`config.mk`:
```
export PLATFORM = sky130hd
export DESIGN_NAME = imem_loader
export DESIGN_NICKNAME = d
export VERILOG_FILES = /design/src/rtl/loader_pkg.sv /design/src/rtl/imem_loader.sv
export SDC_FILE = /design/constraint.sdc
export NUM_CORES = 1
export LEC_CHECK = 0
export CAP_MARGIN = 5
export CORE_ASPECT_RATIO = 0.9
export CORE_MARGIN = 4
export CORE_UTILIZATION = 50
export CTS_CLUSTER_SIZE = 8
export DETAILED_ROUTE_END_ITERATION = 8
export GPL_TIMING_DRIVEN = 1
export PLACE_DENSITY = 0.81
export SLEW_MARGIN = 20
export SYNTH_ARGS = -nofsm -noshare
export SYNTH_HDL_FRONTEND = slang
export SYNTH_SLANG_ARGS = --single-unit
```
`constraint.sdc`:
```
create_clock -name clk -period 4 [get_ports clk]
set_input_delay 0.4 -clock clk [delete_from_list [all_inputs] [get_ports clk]]
set_output_delay 0.4 -clock clk [all_outputs]
set_load 0.01 [all_outputs]
```
`src/rtl/loader_pkg.sv`:
```
// rtl/loader_pkg.sv - shared state encoding and constants for the instruction memory loader
package loader_pkg;

  typedef enum logic [2:0] {
    ST_IDLE,
    ST_COLLECT,
    ST_WRITE,
    ST_CHECK,
    ST_DONE
  } state_t;

  localparam logic [6:0] END_OPC_DEFAULT = 7'h7F;
  localparam int BYTES_PER_WORD = 4;
  localparam logic [1:0] LAST_BYTE_IDX = 2'(BYTES_PER_WORD - 1);

endpackage

```
`src/rtl/imem_loader.sv`:
```
// rtl/imem_loader.sv - byte-stream instruction memory loader that holds the CPU until the program is written
// Optional trailing checksum byte enabled by LOADER_CHECKSUM_EN.
module imem_loader
  import loader_pkg::*;
#(
  parameter int         ADDR_W  = 5,
  parameter logic [6:0] END_OPC = END_OPC_DEFAULT
) (
  input  logic              clk,
  input  logic              rst_n,
  input  logic              start,
  input  logic [7:0]        rx_data,
  input  logic              rx_valid,
  output logic              rx_ready,
  output logic [ADDR_W-1:0] imem_addr,
  output logic [31:0]       imem_wdata,
  output logic              imem_wren,
  output logic              cpu_hold,
  output logic              done,
  output logic              err
);

  state_t            state;
  state_t            state_nx;
  logic [ADDR_W-1:0] addr_q;
  logic [1:0]        byte_idx;
  logic [31:0]       word_q;
  logic              err_q;
  logic              accept;
  logic              is_end;
  logic              at_last;
`ifdef LOADER_CHECKSUM_EN
  logic [7:0]        sum_q;
`endif

  assign accept     = rx_valid && rx_ready;
  assign is_end     = (word_q[6:0] == END_OPC);
  assign at_last    = (addr_q == {ADDR_W{1'b1}});
  assign imem_addr  = addr_q;
  assign imem_wdata = word_q;
  assign err        = err_q;

  always_ff @(posedge clk or negedge rst_n) begin
    if (!rst_n) begin
      state <= ST_IDLE;
    end else begin
      state <= state_nx;
    end
  end

  always_comb begin
    state_nx  = state;
    rx_ready  = 1'b0;
    imem_wren = 1'b0;
    cpu_hold  = 1'b1;
    done      = 1'b0;
    case (state)
      ST_IDLE: begin
        if (start) state_nx = ST_COLLECT;
      end
      ST_COLLECT: begin
        rx_ready = 1'b1;
        if (rx_valid && byte_idx == LAST_BYTE_IDX) state_nx = ST_WRITE;
      end
      ST_WRITE: begin
        imem_wren = 1'b1;
        if (is_end) begin
`ifdef LOADER_CHECKSUM_EN
          state_nx = ST_CHECK;
`else
          state_nx = ST_DONE;
`endif
        end else if (at_last) begin
          state_nx = ST_DONE;
        end else begin
          state_nx = ST_COLLECT;
        end
      end
      ST_CHECK: begin
`ifdef LOADER_CHECKSUM_EN
        rx_ready = 1'b1;
        if (rx_valid) state_nx = ST_DONE;
`else
        state_nx = ST_DONE;
`endif
      end
      ST_DONE: begin
        cpu_hold = 1'b0;
        done     = 1'b1;
        if (start) state_nx = ST_COLLECT;
      end
      default: state_nx = ST_IDLE;
    endcase
  end

  // Byte assembler, address counter and status; start only matters when not mid-load.
  always_ff @(posedge clk or negedge rst_n) begin
    if (!rst_n) begin
      addr_q   <= '0;
      byte_idx <= '0;
      word_q   <= '0;
      err_q    <= 1'b0;
`ifdef LOADER_CHECKSUM_EN
      sum_q    <= '0;
`endif
    end else begin
      case (state)
        ST_IDLE, ST_DONE: begin
          if (start) begin
            addr_q   <= '0;
            byte_idx <= '0;
            word_q   <= '0;
            err_q    <= 1'b0;
`ifdef LOADER_CHECKSUM_EN
            sum_q    <= '0;
`endif
          end
        end
        ST_COLLECT: begin
          if (accept) begin
            word_q[{byte_idx, 3'b000} +: 8] <= rx_data;
            byte_idx <= byte_idx + 2'd1;
`ifdef LOADER_CHECKSUM_EN
            sum_q    <= sum_q + rx_data;
`endif
          end
        end
        ST_WRITE: begin
          if (!is_end) begin
            if (at_last) begin
              err_q <= 1'b1;
            end else begin
              addr_q <= addr_q + 1'b1;
            end
          end
        end
        ST_CHECK: begin
`ifdef LOADER_CHECKSUM_EN
          if (accept) err_q <= (rx_data != sum_q);
`endif
        end
        default: ;
      endcase
    end
  end

endmodule
```
**Word level (Yosys, flattened, before mapping)**

Cells that the tools add are included.

- $add $sub $neg: 3
- Multiply operators: 0
- Div/mod/pow operators: 0
- Magnitude comparators: 0
- Eq/ne operators: 13
- Shifts and indexed selects: 2
- Mux-type cells: 24
- Bitwise gates (word level): 0
- Reduce and logical (&&, ||, !) cells: 10

Operators by type and width:

| cell | number |
|---|---|
| $mux W32 | 2 |
| $pmux W32 S2 | 1 |
| $bwmux W32 | 1 |
| $shift A8 B7 Y32 const A | 1 |
| $shiftx A8 B7 Y32 | 1 |
| $mux W5 | 3 |
| $mux W3 | 4 |
| $pmux W3 S4 | 1 |
| $ne A2 B2 Y1 const B | 5 |
| $pmux W5 S2 | 1 |
| $reduce_and A4 Y1 | 2 |
| $eq A7 B7 Y1 const B | 1 |
| $mux W1 | 7 |
| $neg A5 Y7 | 1 |
| $eq A3 B2 Y1 const B | 2 |
| $add A5 B1 Y5 const B | 1 |
| $eq A5 B5 Y1 const B | 1 |
| $mux W2 | 2 |
| $pmux W2 S2 | 1 |
| $reduce_bool A2 Y1 | 2 |
| $eq A3 B1 Y1 const B | 1 |
| $eq A3 B3 Y1 const B | 1 |
| $logic_not A3 Y1 | 1 |
| $reduce_and A3 Y1 | 1 |
| other kinds (7) | 8 |

- Bits in registers: 43
- Latch bits: 0
- RAM bits: 0
- Memory bits (read-only): 0
- Output and inout port bits: 42
- Logic and storage cells: 57
- Memories: 0

**Longest topological paths before layout**

Gate-level depths: netlist of the first run.

- Depth after elaboration: 5
- Depth in mapped cells: 7

**Least setup slack after synthesis of the first run**

OpenSTA, ideal clock, no wires.

- Path type: reg-to-reg
- Start: register byte_idx[0]
- End: register word_q[11] (netlist: imem_wdata[11])
- Setup time: 0.120 ns
- Arrival: 1.633 ns
- Slack: 2.247 ns
- Stages on the path, launching flop included: 7
- Buffers on the path: 1
- Period minus slack after synthesis: 1.753 ns
- Cell sequence: dfrtp_1 > inv_1 > ha_1 > and2_4 > and3_2 > buf_6 > a31o_2

- Longest elaborated chain between the ends: 5

Ends and longest elaborated chain:

| item | line | text |
|---|---|---|
| from (decl) | imem_loader.sv:26 | `logic [1:0] byte_idx;` |
| from (signal assigned) | imem_loader.sv:122 | `byte_idx <= byte_idx + 2'd1;` |
| $neg A5 Y7 (*) | imem_loader.sv:121 | `word_q[{byte_idx, 3'b000} +: 8] <= rx_data;` |
| $shiftx A8 B7 Y32 / $shift A8 B7 Y32 (equally long branches) | imem_loader.sv:121 |  |
| $bwmux W32 (*) | imem_loader.sv:121 |  |
| $mux W32 (*) | imem_loader.sv:120 | `if (accept) begin` |
| $pmux W32 S2 (*) | imem_loader.sv:107 | `case (state)` |
| to (signal, indexed assignment) | imem_loader.sv:121 |  |
| to (decl) | imem_loader.sv:27 | `logic [31:0] word_q;` |

Every way passes the cells marked *; elsewhere a longest branch is shown, timed or not. The select of a mux whose other input is x is not followed.
A chain may end at the register's enable or synchronous reset.

**Worst setup path in the final report of the first run**

- Start: register state[1]
- End: output rx_ready

- Longest elaborated chain between the ends: 2

Ends and longest elaborated chain:

| item | line | text |
|---|---|---|
| from (decl) | imem_loader.sv:23 | `state_t state;` |
| from (signal assigned) | imem_loader.sv:47 | `state <= state_nx;` |
| $eq A3 B1 Y1 | imem_loader.sv:57 | `case (state)` |
| $mux W1 | imem_loader.sv:57 |  |
| to (decl) | imem_loader.sv:14 | `output logic rx_ready,` |

No other way between the ends.

==> impl_metrics.tcl, run 1 <==
set metrics [dict create \
    cts_setup_buffers 0 \
    num_vias 1721 \
    min_period_ns 2.392 \
    maxSlewHeadroom 0.3613 \
    rsz0062_at_grt "no" \
    seqPwrFrac 0.399 \
    synthesis.nets 230 \
    dp_hpwl_um 3692 \
    setup_viol 0 \
    layout.cells.non_filler 313 \
    worst_pin_slew_ns 0.9580 \
    synth_cells 210 \
    antenna_found_initial 0 \
    drtIter0Drc 120 \
    grt_pass1_wl_um 8404 \
    max-cap-violations 0 \
    swShare 0.3807 \
    postCtsHoldBufs 0 \
    p_per_area_nw_per_um2 563.1 \
    diodes 0 \
    antenna_left 0 \
    wire_per_inst_um 15.65 \
    synth.avg_cell_area_um2 10.12 \
    final_util 0.6696 \
    ys_warn_count 0 \
    gr-total-overflow 0 \
    cts_sinks 43 \
    cts_resized 0 \
    crit_chain "or3b_4 > inv_6 > clkdlybuf4s50_1" \
    start_kind "flop" \
    min_path_type "input pin to asynchronous set/reset pin" \
    yosysUniqueCellTypes 43 \
    rows 22 \
    drc 0 \
    firstDrtPassIters 4 \
    start_util 0.5183 \
    yosysMostFrequentCell "dfrtp_1" \
    cts_tree "done" \
    pre_cts_slack_ns 1.652 \
    clockBufferDepth 2 \
    cp.buffers_inverters 2 \
    core_area_um2 4101 \
    fin_ws_ns 1.608 \
    period_share 0.5981 \
    fin_skew_ns 0.01061 \
    required_ns 3.60 \
    setup.worst_path.end_class "output port" \
    status "complete, no violations" \
    placedCellCount 305 \
    synth_seq_cells 43 \
    die_area_um2 5360 \
    track_usage 0.1955 \
    critPathMaxFanout 13 \
    root_buffer "clkbuf_8" \
    ys_seq_area_frac 0.5062 \
    yosys-top-cells-count "dfrtp_1, nand2_1, inv_1" \
    critPathKind "flop to output port" \
    gp_congestion 0.7853 \
    clockPowerShare 0.172 \
    final_layout_size_suffix_gt1_frac 0.1094 \
    dieHeight_um 69.86 \
    fin_tns_setup_ns 0 \
    critical-path-top-delay-family "buffers and inverters" \
    synthFlopType "dfrtp_1" \
    yosys-top-cells-area "dfrtp_1, o21ai_0, nand2_1" \
    clock_latency_ns 0.30 \
    syn-cell-area_um2 2126 \
    yosys.area.top_type "dfrtp_1" \
    slowest_delay_ns 0.54 \
    p_leak_nw 1.223 \
    hold_viol_final 0 \
    slowest_stage "dfrtp_1" \
    htree_levels 2 \
    layout.nets 284 \
    p_int_mw 0.9577 \
    numPortBuffers 53 \
    clk_pin_slew_ns 0.08 \
    max_freq_mhz 418.0 \
    grt_max_degree 44 \
    syn_to_final_growth_pct 29.19 \
    viasPerCell 5.498 \
    die_w_um 76.73 \
    switching_power_mw 0.5886 \
    p_comb_frac 0.429 \
    ios 54 \
    drt-total-wl_um 4899 \
    cp_data_arrival_time_ns 1.99 \
    async_flop_share 1.000 \
    cts_buffers 5 \
    synth_edf_count 0 \
    vdd_drop_max_v 0.0003139 \
    synth_top_cell_area_share 0.5062 \
    total_power_mw 1.546 \
    grt_pass1_vias 1723 \
    finalMaxSlewViolations 0 \
]
-- cell families (layout without fill, tap and decap cells) --
kind of cell             after synthesis  count (layout)  synth area share
AND/OR/NAND/NOR                       72              72            0.1889
AO/OA/AOI/OAI                         52              52            0.1825
flip-flops                            43              43            0.5062
buffers and inverters                 35              90           0.07533
adder cells (fa/ha/maj)                8               8           0.04709
-- power groups by stage --
stage	clock network, mW	registers (mW)	logic (mW)
6_report	0.266	0.617	0.664
5_1_grt	0.291	0.633	0.732
4_1_cts	0.269	0.617	0.670
3_5_place_dp	0	0.623	0.667
3_3_place_gp	0	0.622	0.648
2_1_floorplan	0	0.638	0.395
-- sequential cells by signal, summed over array words and instances (netlist names) --
signal and count:
byte_idx 2, imem_addr 5, state 3, err 1
imem_wdata 32
-- stage by stage --
step	cell area [um^2]	hold WS, ns
2_1_floorplan	2126	0.1044
3_3_place_gp	2665	0.4589
3_5_place_dp	2665	0.4649
4_1_cts	2746	0.2696
5_1_grt	2746	0.3074
6_report	2746	0.2367
-- worst paths after layout --
kind	endpoint	cells after the start	from	slack (ns)
setup / recovery	rx_ready	3	state[1]	1.61
hold / removal	imem_wdata[14]	1	rst_n	0.24
setup reg to reg	imem_wdata[26]	5	state[1]	1.88
hold reg to reg	imem_wdata[18]	2	imem_wdata[18]	0.47
max in group asynchronous	err	1	rst_n	3.17
min in group clk	imem_wdata[18]	2	imem_wdata[18]	0.47
-- routing by layer --
metal,global-route usage,vias to the layer above,part of all wire
li1,-,827,-
met1,0.2636,855,0.46
met2,0.3162,32,0.50
met3,0.03995,7,0.034
met4,0.06237,0,0.013
met5,0,-,0
-- cell usage in the layout, fill, tap and decap left out, types with 2 or more instances in the layout --
cell / Yosys / final
o31ai_1: 6 / 6
nor2_1: 4 / 4
o31ai_2: 2 / 2
dfrtp_1: 43 / 43
clkdlybuf4s50_1: 0 / 52
o21ai_0: 22 / 22
a21oi_1: 2 / 2
clkbuf_1: 1 / 2
inv_1: 28 / 28
ha_1: 8 / 8
nand3b_1: 2 / 2
clkbuf_8: 0 / 5
nand2_1: 29 / 29
nor3_1: 2 / 2
nand3_1: 14 / 14
nor2b_1: 9 / 9
a31o_2: 7 / 7
nor4b_4: 2 / 2
-- worst register-to-register path, delay by kind of cell (launching register included) --
| kind | cells | cell delay (ns) |
|---|---|---|
| compound gates | 2 | 0.92 |
| flops | 1 | 0.63 |
| buf+inv | 1 | 0.06 |
| simple gates | 2 | 0.44 |
-- final cells by class --
| cell class | instances | area (um^2) |
|---|---|---|
| clock buffer | 7 | 76.32 |
| clock inverter | 1 | 5.005 |
| inverter | 29 | 113.9 |
| sequential | 43 | 1076 |
| multi-input combinational | 132 | 889.6 |
| fill | 329 | 1355 |
| timing repair buffer | 53 | 525.5 |
| tap | 48 | 60.06 |
No activity file was read; power rests on OpenSTA's default activity.
==> inputs of run 2 (changes only) <==
--- a/config.mk
+++ b/config.mk
@@ -8,11 +8,11 @@
 export CAP_MARGIN = 5
 export CORE_ASPECT_RATIO = 0.9
 export CORE_MARGIN = 4
-export CORE_UTILIZATION = 50
+export CORE_UTILIZATION = 49
 export CTS_CLUSTER_SIZE = 8
 export DETAILED_ROUTE_END_ITERATION = 8
 export GPL_TIMING_DRIVEN = 1
-export PLACE_DENSITY = 0.81
+export PLACE_DENSITY = 0.8
 export SLEW_MARGIN = 20
 export SYNTH_ARGS = -nofsm -noshare
 export SYNTH_HDL_FRONTEND = slang
==> constraint.sdc (replaced) <==
create_clock -name clk -period 2.3 [get_ports clk]
set_input_delay 0.23 -clock clk [delete_from_list [all_inputs] [get_ports clk]]
set_output_delay 0.23 -clock clk [all_outputs]
set_load 0.01 [all_outputs]
==> run 2 against run 1 <==
Effect of this change: worst hold slack worse by 0.16 ns; final cell count unchanged; clock skew down 0.0048 ns; wire length fell by 1.3%; sequential power grew 73%; worst setup slack lost 1.4 ns; critical endpoint unchanged.
==> impl_metrics.tcl, run 2 (synthesis gave the netlist of run 1 again) <==
set metrics [dict create \
    n_fill_cell 326 \
    max-cap-violations 0 \
    clock_latency_ns 0.30 \
    root_buffer "clkbuf_8" \
    final_common_cell "clkdlybuf4s50_1" \
    grt_pass1_vias 1710 \
    grt_pass1_wl_um 8073 \
    maxSlewHeadroom 0.3768 \
    ios 54 \
    placedCellCount 307 \
    status "complete, no violations" \
    rsz0062_at_grt "no" \
    final_layout_size_suffix_gt1_frac 0.1170 \
    design_area_um2 2756 \
    clockPowerShare 0.166 \
    drc 0 \
    diodes 0 \
    cts_resized 0 \
    p_per_area_nw_per_um2 976.2 \
    max_freq_mhz 476.2 \
    finalMaxSlewViolations 0 \
    track_usage 0.1873 \
    grt_max_degree 44 \
    cts_setup_buffers 0 \
    p_comb_frac 0.438 \
    rows 22 \
    crit_chain "or3b_4 > inv_6 > clkdlybuf4s50_1" \
    min_period_ns 2.100 \
    firstDrtPassIters 4 \
    clk_pin_slew_ns 0.07 \
    vdd_drop_max_v 0.0004598 \
    swShare 0.3800 \
    critPathKind "flop to output port" \
    num_vias 1687 \
    fin_tns_setup_ns 0 \
    drt-total-wl_um 4836 \
    switching_power_mw 1.023 \
    setup.worst_path.end_class "output port" \
    critPathMaxFanout 9 \
    fin_skew_ns 0.005820 \
    dieHeight_um 70.49 \
    start_kind "flop" \
    p_int_mw 1.668 \
    dpl_cell_area_um2 2680 \
    holdWs_ns 0.07191 \
    seqCellArea_um2 1076 \
    hold_viol_final 0 \
    syn_to_final_growth_pct 29.66 \
    slowest_stage "clkdlybuf4s50_1" \
    drtIter0Drc 73 \
    postCtsHoldBufs 0 \
    cts_sinks 43 \
    dp_hpwl_um 3567 \
    cts_tree "done" \
    required_ns 2.07 \
    slowest_delay_ns 0.53 \
    final_cell_mix "clkdlybuf4s50_1, dfrtp_1, nand2_1" \
    core_area_um2 4129 \
    numPortBuffers 53 \
    gp_congestion 0.7657 \
    final_util 0.6676 \
    gr-total-overflow 0 \
    period_share 0.9131 \
    worst_pin_slew_ns 0.9347 \
    antenna_left 0 \
    start_util 0.5148 \
    seqPwrFrac 0.397 \
    clockBufferDepth 2 \
    multi_input_area_um2 889.6 \
    die_area_um2 5458 \
    htree_levels 2 \
    reg2regPathDepth 5 \
    cts_buffers 5 \
    layout.nets 286 \
    setup_viol 0 \
    min_path_type "input pin to asynchronous set/reset pin" \
    antenna_found_initial 0 \
    cp_data_arrival_time_ns 1.87 \
    largest_reg_flops 32 \
    wire_per_inst_um 15.45 \
    die_w_um 77.43 \
    viasPerCell 5.390 \
    layout.cells.non_filler 313 \
    p_leak_nw 1.227 \
]
## run 2: cell types whose count changed in the layout (fill, tap and decap cells not counted), sizes merged
cell,change
clkinvlp,+1
clkinv,-1
buf,+2
clkbuf,-2
## run 2: worst max-delay path: cells and delay by family (launching register included)
kind	cells	cell delay, ns
and+or+nand+nor	1	0.47
DFF	1	0.47
buffers and inverters	2	0.63
## run 2: through the flow
step	power, mW	setup WS [ns]
3_3_place_gp	2.225	0.2817
2_1_floorplan	1.797	0.5470
6_report	2.691	0.1999
4_1_cts	2.710	0.1817
5_1_grt	2.855	0.1222
3_5_place_dp	2.259	0.1853
## run 2: area by class of cell
cell class | instances | share of cell area
Inverter | 29 | 0.04131
Clock inverter | 1 | 0.002724
Sequential cell | 43 | 0.3904
Multi-Input combinational cell | 132 | 0.3227
Tap cell | 48 | 0.02179
Clock buffer | 5 | 0.02497
Timing Repair Buffer | 55 | 0.1961
## run 2: per-layer routing
metal	up-vias	global-route usage	wire [um]
met5	-	0	0
met4	0	0.08103	82
met3	7	0.03351	134
met2	31	0.3164	2414
met1	821	0.2347	2205
li1	828	-	-
## run 2: power by group through the flow
stage                     Clock [mW]  Sequential (mW)  Combinational (mW)
after CTS                      0.456             1.07                1.19
after floorplan                    0             1.11               0.687
after global routing           0.478             1.09                1.28
after global placement             0             1.08                1.15
final                          0.446             1.07                1.18
after detailed placement           0             1.08                1.18
## run 2: final timing paths
kind	from	endpoint	slack (ns)
min in group clk	imem_wdata[20]	imem_wdata[20]	0.48
max in group asynchronous	rst_n	state[0]	1.64
min reg2reg	imem_wdata[20]	imem_wdata[20]	0.48
max	state[0]	rx_ready	0.20
max reg2reg	state[0]	imem_wdata[12]	0.34
min	rst_n	imem_wdata[15]	0.07
==> inputs of run 3 (changes only) <==
--- a/config.mk
+++ b/config.mk
@@ -11,7 +11,6 @@
 export CORE_UTILIZATION = 49
 export CTS_CLUSTER_SIZE = 8
 export DETAILED_ROUTE_END_ITERATION = 8
-export GPL_TIMING_DRIVEN = 1
 export PLACE_DENSITY = 0.8
 export SLEW_MARGIN = 20
 export SYNTH_ARGS = -nofsm -noshare
==> results of run 3 <==
No change in the layout: final DEF, timing and power equal those of run 2.
